--- src/rtl/objective.sv ---
// objective -- training-side error stage behind the perceptron.
//
// Joins a result stream and a target stream, each with a one-entry holding
// register. Once both are held, it computes err = tgt - res as a signed word.
// In training mode (en=1) the error is presented on err_*. In inference mode
// (en=0) the error is computed and then dropped.
//
// Optional feature macro: OBJECTIVE_STATS_EN. When it is defined, the block
// keeps saturating counters of the sum of |err| and of the number of samples.
//
// Ports:
//   clk, rst            clock and synchronous active-high reset
//   en                  1 = training (present error), 0 = inference (drop it)
//   res_dat/stb/rdy     result stream from the perceptron
//   tgt_dat/stb/rdy     target stream
//   err_dat/stb/rdy     signed error back to the perceptron
//   clr                 synchronous statistics clear      (stats build only)
//   sae_dat, cnt_dat    sum of |err|, samples evaluated   (stats build only)
module objective #(
  parameter int RESW  = 8,
  parameter int ERRW  = 16,
  parameter int STATW = 32
) (
  input  logic              clk,
  input  logic              rst,
  input  logic              en,
  input  logic [RESW-1:0]   res_dat,
  input  logic              res_stb,
  output logic              res_rdy,
  input  logic [RESW-1:0]   tgt_dat,
  input  logic              tgt_stb,
  output logic              tgt_rdy,
  output logic [ERRW-1:0]   err_dat,
  output logic              err_stb,
  input  logic              err_rdy
`ifdef OBJECTIVE_STATS_EN
  ,
  input  logic              clr,
  output logic [STATW-1:0]  sae_dat,
  output logic [STATW-1:0]  cnt_dat
`endif
);

  // The error needs one extra sign bit over the operands, so it can never overflow.
  if (ERRW < RESW + 1) begin : g_bad_errw
    $error("objective: ERRW must be >= RESW+1");
  end

  logic [RESW-1:0] res_q, res_d, tgt_q, tgt_d;
  logic            res_full_q, res_full_d, tgt_full_q, tgt_full_d;
  logic [ERRW-1:0] err_q, err_d;
  logic            err_stb_q, err_stb_d;
  logic            compute;
  logic signed [ERRW-1:0] diff;

  // Zero-extend both operands into ERRW bits, then subtract them as signed values.
  assign diff = $signed({{(ERRW-RESW){1'b0}}, tgt_q}) -
                $signed({{(ERRW-RESW){1'b0}}, res_q});

  // A pending error that is being accepted frees the output register in the same cycle.
  assign compute = res_full_q && tgt_full_q && (!err_stb_q || err_rdy);

  assign res_rdy = !res_full_q;
  assign tgt_rdy = !tgt_full_q;
  assign err_dat = err_q;
  assign err_stb = err_stb_q;

  always_comb begin
    res_d      = res_q;
    tgt_d      = tgt_q;
    res_full_d = res_full_q;
    tgt_full_d = tgt_full_q;
    err_d      = err_q;
    err_stb_d  = err_stb_q;
    if (compute) begin
      res_full_d = 1'b0;
      tgt_full_d = 1'b0;
      err_d      = diff;
      err_stb_d  = en;
    end else if (err_rdy) begin
      err_stb_d  = 1'b0;
    end
    // An operand is accepted only into an empty slot. Compute needs a full slot,
    // so an accept and a compute never touch the same register in one cycle.
    if (res_stb && !res_full_q) begin
      res_full_d = 1'b1;
      res_d      = res_dat;
    end
    if (tgt_stb && !tgt_full_q) begin
      tgt_full_d = 1'b1;
      tgt_d      = tgt_dat;
    end
  end

  always_ff @(posedge clk) begin
    if (rst) begin
      res_q      <= '0;
      tgt_q      <= '0;
      res_full_q <= 1'b0;
      tgt_full_q <= 1'b0;
      err_q      <= '0;
      err_stb_q  <= 1'b0;
    end else begin
      res_q      <= res_d;
      tgt_q      <= tgt_d;
      res_full_q <= res_full_d;
      tgt_full_q <= tgt_full_d;
      err_q      <= err_d;
      err_stb_q  <= err_stb_d;
    end
  end

`ifdef OBJECTIVE_STATS_EN
  logic [STATW-1:0] sae_q, sae_d, cnt_q, cnt_d, abs_ext;
  logic [ERRW-1:0]  abs_err;
  logic [STATW:0]   sae_sum, cnt_sum;

  assign abs_err = diff[ERRW-1] ? ERRW'(-diff) : ERRW'(diff);
  assign abs_ext = STATW'(abs_err);
  assign sae_sum = {1'b0, sae_q} + {1'b0, abs_ext};
  assign cnt_sum = {1'b0, cnt_q} + {{STATW{1'b0}}, 1'b1};
  assign sae_dat = sae_q;
  assign cnt_dat = cnt_q;

  always_comb begin
    sae_d = sae_q;
    cnt_d = cnt_q;
    if (compute) begin
      if (clr) begin
        // A clear in the same cycle as a compute restarts the counters from this sample.
        sae_d = abs_ext;
        cnt_d = STATW'(1);
      end else begin
        sae_d = sae_sum[STATW] ? '1 : sae_sum[STATW-1:0];
        cnt_d = cnt_sum[STATW] ? '1 : cnt_sum[STATW-1:0];
      end
    end else if (clr) begin
      sae_d = '0;
      cnt_d = '0;
    end
  end

  always_ff @(posedge clk) begin
    if (rst) begin
      sae_q <= '0;
      cnt_q <= '0;
    end else begin
      sae_q <= sae_d;
      cnt_q <= cnt_d;
    end
  end
`endif

endmodule

--- config.mk ---
export PLATFORM = sky130hd
export DESIGN_NAME = objective
export DESIGN_NICKNAME = d
export VERILOG_FILES = /design/src/rtl/objective.sv
export SDC_FILE = /design/constraint.sdc
export NUM_CORES = 1
export LEC_CHECK = 0
export CORE_MARGIN = 1
export CORE_UTILIZATION = 51
export CTS_CLUSTER_SIZE = 24
export DETAILED_ROUTE_END_ITERATION = 6
export PLACE_DENSITY = 0.85
export SLEW_MARGIN = 10
export SYNTH_ARGS = -nofsm -noshare
export SYNTH_HDL_FRONTEND = slang
export SYNTH_SLANG_ARGS = --single-unit
--- constraint.sdc ---
create_clock -name clk -period 2.8 [get_ports clk]
set_input_delay 0.56 -clock clk [delete_from_list [all_inputs] [get_ports clk]]
set_output_delay 0.56 -clock clk [all_outputs]
set_load 0.02 [all_outputs]
==> results.md, run 1 <==
- Outcome: completed
- Initial DRC count: 14
- Slowest Stage Delay on Critical Path: 0.66 ns
- TritonCTS Buffers: 3
- Global-route layer with the greatest usage: met2
- Slew at the pin closest to its max-slew limit: between 0.5 and 0.6 ns
- Global Route met2 Usage: roughly a third
- Largest net degree at the start of global routing: 23
- Fmax: 489.9 MHz
- # Post-CTS Setup Buffers: 0
- Fillers: 213
- Cells after Synth: about 170
- Max clock buf depth: 2
- Power per cell area: 511.7 nW/µm²
- Setup ws final: between 0.7 and 0.8 ns
- Drc violations: 0
- Initial antenna violation count: 0
- Reg-to-reg setup timing slack: 1.03 ns
- Clk Latency, worst-skew pair: roughly 0.34 ns
- Worst Path Buf+Inv: 1
- Maximum VDD drop: between 300 and 400 µV
- Vias/cell: ~5.3
- All-Layer GR Usage: around 20%
- Clock root buffer: clkbuf_4
- Share of the synthesized area in the top cell type: around two fifths
- # diodes: 0
- Critical path class: reg -> out
- Worst Path Max Fanout: 9
- TritonCTS clock tree: yes
- Syn avg cell area: between 8 and 9 µm²
- Min Tclk post-route: a little over 2 ns
- TNS Setup: 0 ns
- Final Non-Filler Cells: ~230
- Wire length per cell: ~12 µm
- Sequential cell area: 560.5 µm²
- Final setup viols: 0
- Final core occ: between 70% and 80%
- Dpl hpwl: approximately 2200 µm
- Most frequent cells in the layout: 40 x clkdlybuf4s50_1, 35 x nor2_1, 28 x dfxtp_1
- Min-delay worst type: reg -> reg
- DRT Pass-1 Iters: 4
- Register area share after synthesis: 38.72%
- Most common cell after layout, fill and taps aside: clkdlybuf4s50_1
- Initial Util: between 50% and 60%
- Critical path arrival: about 1.5 ns
- Fin crit share: between 70% and 80%
- Net count, final: between 200 and 250
- Crit. End Element: output pin
- Max_slew headroom: around 65%
- CP delay by family, top: buffers and inverters
- Port Buffers: 40
- Cts repair resizes: 0
- Crit-path cells: clkdlybuf4s50_1
- Area delta synth->final: 28.44%
- Async set-reset flop share out of synthesis: 0%
- Startpoint types: register
- RSZ-0062 raised after global routing: false
- Post-Synthesis Cell Area: about 1400 µm²
- Inst Count DP: ~230
- Mapped Nets: between 200 and 250
- Post-Route WL: approximately 2800 µm
- Global-route wire length before repair: around 4900 µm
- Multi-input combinational cell area: about 750 µm²
- Die width: between 50 and 60 µm
- Met3 Use GR: about 2.8%
- Ys Warns: 0
- Slowest-stage cell, CP: clkdlybuf4s50_1
- Top cells by area, synth: dfxtp_1 39%, nor2_1 9.1%, ha_1 6.9%, a21oi_1 5.2%, mux2i_1 4.8%
- Sinks on the clock net: 28
- Vias in the first global route: about 1,100
- Core Rows: 18
- CP required: between 2 and 2.5 ns
- Global route overflow: 0
- Post-route ant nets: 0
- Share of layout cells above drive strength 1: 5.419%
- Slew Limit Fails: 0
- Clock transition at the registers of the reported paths: around 0.15 ns
- Number of synthesized flops with an enable pin: 0
- Die area: roughly 3100 µm²
- Final hold viol count: 0
- Leakage: between 0.7 and 0.8 nW
- Routed vias: around 1,200
- H-tree Lvls: 1
- Total power: around 950 µW
- Ys flop type: dfxtp_1
- Die height: about 55 µm
- Pre-CTS setup slack: 0.7406 ns
- Post-synth top area cell: dfxtp_1
- Core Region: ~2600 µm²
- #FFs+latches synth: 28
- GPL Wtd Cong: 0.8121
- I/O pin count: 41
- GR Layer Usage met1: approximately a quarter
- Maxcap violations: 0
- Clk_skew: ~0.002 ns
- Hold buffers post-CTS: 0
- Count of cell types in the netlist: 40
## routing by layer
| layer | part of all wire [%] | routed length, µm |
|---|---|---|
| met5 | 0 | 0 |
| met4 | 1.3 | 36 |
| met3 | 4.7 | 133 |
| met2 | 46 | 1321 |
| met1 | 48 | 1355 |
## synthesized netlist by cell type, types with 2 or more instances
master	n
nor3_1	3
mux2i_1	7
nand3_1	5
o31ai_1	3
ha_1	8
a31oi_1	2
nor2_1	35
o21a_1	5
inv_1	12
dfxtp_1	28
a211oi_1	2
o211ai_1	2
buf_4	7
o2111ai_1	2
a21oi_1	15
or3_1	2
nor2b_1	2
clkbuf_1	4
buf_2	3
nand2_1	5
## path summary, 6_finish.rpt
path          startpoint     endpoint  cells after the start
max          err_dat[14]  err_dat[10]                      1
min           err_dat[4]   err_dat[4]                      2
max reg2reg     tgt_q[0]   err_dat[6]                      7
min reg2reg   err_dat[4]   err_dat[4]                      2
## cells by family (layout without fill, tap and decap cells)
logic type,count (synthesis),count (layout),synth area share (%)
flip-flops,28,28,38.72
AO/OA/AOI/OAI,38,38,17.72
adder cells (fa/ha/maj),9,9,8.298
multiplexers,7,7,4.840
AND/OR/NAND/NOR,62,62,20.23
XOR/XNOR,1,1,0.6051
buffers and inverters,27,58,9.593
## metrics by stage
step | hold slack, ns | instance area, µm²
2_1_floorplan | 0.4646 | 1448
3_3_place_gp | 0.4512 | 1807
3_5_place_dp | 0.4543 | 1807
4_1_cts | 0.4749 | 1859
5_1_grt | 0.5059 | 1859
6_report | 0.4740 | 1859
## state kept, by name, summed over array words and instances, names as in the netlist
register    flops
err_dat         9
err_stb         1
res_full_q      1
res_q           8
tgt_full_q      1
tgt_q           8
## where the power goes
part	total, mW	switching, mW	internal (mW)
logic	0.245	0.123	0.122
clock network	0.270	0.125	0.145
registers	0.437	0.0144	0.423
## cell type report
cell class / instances / share of cell area [%]
Timing Repair Buffer: 42 / 22.34
Multi-Input combinational cell: 117 / 40.24
Clock inverter: 1 / 1.615
Sequential cell: 28 / 30.15
Inverter: 12 / 2.423
Tap cell: 30 / 2.019
Clock buffer: 3 / 1.211
Note: power is estimated with default switching activity, not from simulation.
==> run 2, diff against run 1 <==
- CORE_UTILIZATION: 51 -> 42
- PLACE_DENSITY: 0.85 -> 0.75
- clock period: 2.8 -> 1.73 ns (I/O delays scaled with it)
==> results.md, run 2 (synthesized netlist as in run 1, its figures left out) <==
- Outcome: completed
- Area delta synth->final: 32.33%
- Register share of total power: between 40% and 50%
- Maximum VDD drop: approximately 420 µV
- Fmax: 597.2 MHz
- GR Layer Usage met1: a little under a quarter
- Clock root buffer: clkbuf_4
- Critical path arrival: roughly 1.9 ns
- Drc violations: 0
- CP required: around 2.0 ns
- Startpoint types: register
- Wire length per cell: 12.59 µm
- Crit. End Element: register
- Min Tclk post-route: around 1.7 ns
- Clk_skew: ~0.015 ns
- Hold buffers post-CTS: 0
- Core Region: between 3000 and 4000 µm²
- H-tree Lvls: 1
- GPL Wtd Cong: between 0.8 and 0.9
- Fin crit share: approximately 97%
- Final Non-Filler Cells: ~250
- Max clock buf depth: 2
- Final core occ: approximately three fifths
- Max_slew headroom: around four fifths
- Initial antenna violation count: 0
- Vias/cell: between 5 and 6
- Die width: ~61 µm
- Share of layout cells above drive strength 1: around 12%
- Initial DRC count: 53
- Inst Count DP: ~250
- Vias in the first global route: roughly 1,200
- Met3 Use GR: under 10%
- Dpl hpwl: 2377 µm
- # diodes: 0
- TritonCTS Buffers: 3
- Core Rows: 20
- Leakage: just under 0.8 nW
- Initial Util: ~46%
- Global-route layer with the greatest usage: met2
- RSZ-0062 raised after global routing: true
- Final setup viols: 0
- Cell internal pwr: 1.020 mW
- Clock Power Share: roughly 22%
- Final hold viol count: 0
- Slew Limit Fails: 0
- Maxcap violations: 0
- Global Route met2 Usage: between 30 and 40%
- Routed vias: 1,290
- Worst Path Max Fanout: 5
- Post-Route WL: about 3200 µm
- Clk Latency, worst-skew pair: around 0.33 ns
- Die area: around 3700 µm²
- DRT Pass-1 Iters: 4
- Critical path class: reg -> reg
- Total power: 1.450 mW
- Clock transition at the registers of the reported paths: 0.16 ns
- Sw Ratio: between 20% and 30%
- Global-route wire length before repair: roughly 5100 µm
- Hold WS: between 0.4 and 0.5 ns
- Global route overflow: 0
- Logic pwr share: between 20% and 30%
- I/O pin count: around 40
- Sinks on the clock net: 28
- Slew at the pin closest to its max-slew limit: about 0.27 ns
- Post-route ant nets: 0
- TritonCTS clock tree: yes
- All-Layer GR Usage: between 15 and 20%
- Min-delay worst type: reg -> reg
- Net count, final: 240
- Most frequent cells in the layout: 35 x nor2_1, 30 x clkdlybuf4s50_1, 27 x dfxtp_1
- Most common cell after layout, fill and taps aside: nor2_1
- Power per cell area: roughly 760 nW/µm²
- Port Buffers: 40
- Largest net degree at the start of global routing: 16
- Die height: just over 60 µm
- Sw Pwr: 430.6 µW
- Max reg flops: 9
## run 2: cell types whose count changed in the layout (fill, tap and decap cells not counted), moves of 2 or more
cell	previous run	this run
inv_2	0	2
dlygate4sd2_1	0	10
nor2b_1	2	0
nor2b_2	0	2
clkdlybuf4s50_1	40	30
buf_4	2	7
inv_1	12	10
## run 2: what timing repair did
action                                  4_1_cts  5_1_grt
endpoints found under the hold margin         0        0
endpoints found under the setup margin       12        4
setup buffers                                 0        1
resized for setup                            13        7
pin swaps                                     0        5
## run 2: routing by layer
| layer | up-vias | wire length (µm) |
|---|---|---|
| met2 | 41 | 1599 |
| met4 | 0 | 45 |
| met3 | 5 | 148 |
| met1 | 596 | 1379 |
| met5 | - | 0 |
| li1 | 648 | - |
## run 2: path summary, 6_finish.rpt
path	endpoint	startpoint	slack [ns]	cells past startpoint
hold reg to reg	err_dat[2]	err_dat[2]	0.47	2
setup / recovery	err_dat[7]	res_q[1]	0.06	6
hold / removal	err_dat[2]	err_dat[2]	0.47	2
setup reg to reg	err_dat[7]	res_q[1]	0.06	6
## run 2: cell type report
type / instances / area (µm²)
fill: 310 / 1237
sequential: 28 / 561.8
timing repair buffer: 47 / 440.4
multi-input combinational: 117 / 777.0
tap: 44 / 55.05
clock buffer: 4 / 36.28
inverter: 12 / 45.04
## run 2: worst max-delay path: stages, from the launching register on
cell,delay [ns]
dfxtp_2,0.37
inv_2,0.04
ha_1,0.28
nor2b_2,0.16
o31a_1,0.36
o2111ai_1,0.24
o211ai_1,0.12
## run 2: power groups by stage
stage / registers (mW) / logic (mW) / clock network, mW
detailed placement: 0.722 / 0.404 / 0
global placement: 0.720 / 0.397 / 0
global route: 0.713 / 0.460 / 0.351
finish: 0.708 / 0.419 / 0.323
floorplan: 0.732 / 0.255 / 0
CTS: 0.708 / 0.403 / 0.328
## run 2: stage by stage
stage | worst slack, ns | cell area (µm²) | TNS [ns]
3_5_place_dp | -0.01299 | 1854 | -0.01739
6_report | 0.05557 | 1916 | 0
5_1_grt | -0.005005 | 1916 | -0.007880
4_1_cts | 0.03128 | 1884 | 0
2_1_floorplan | 0.1661 | 1448 | 0
3_3_place_gp | 0.01532 | 1854 | 0
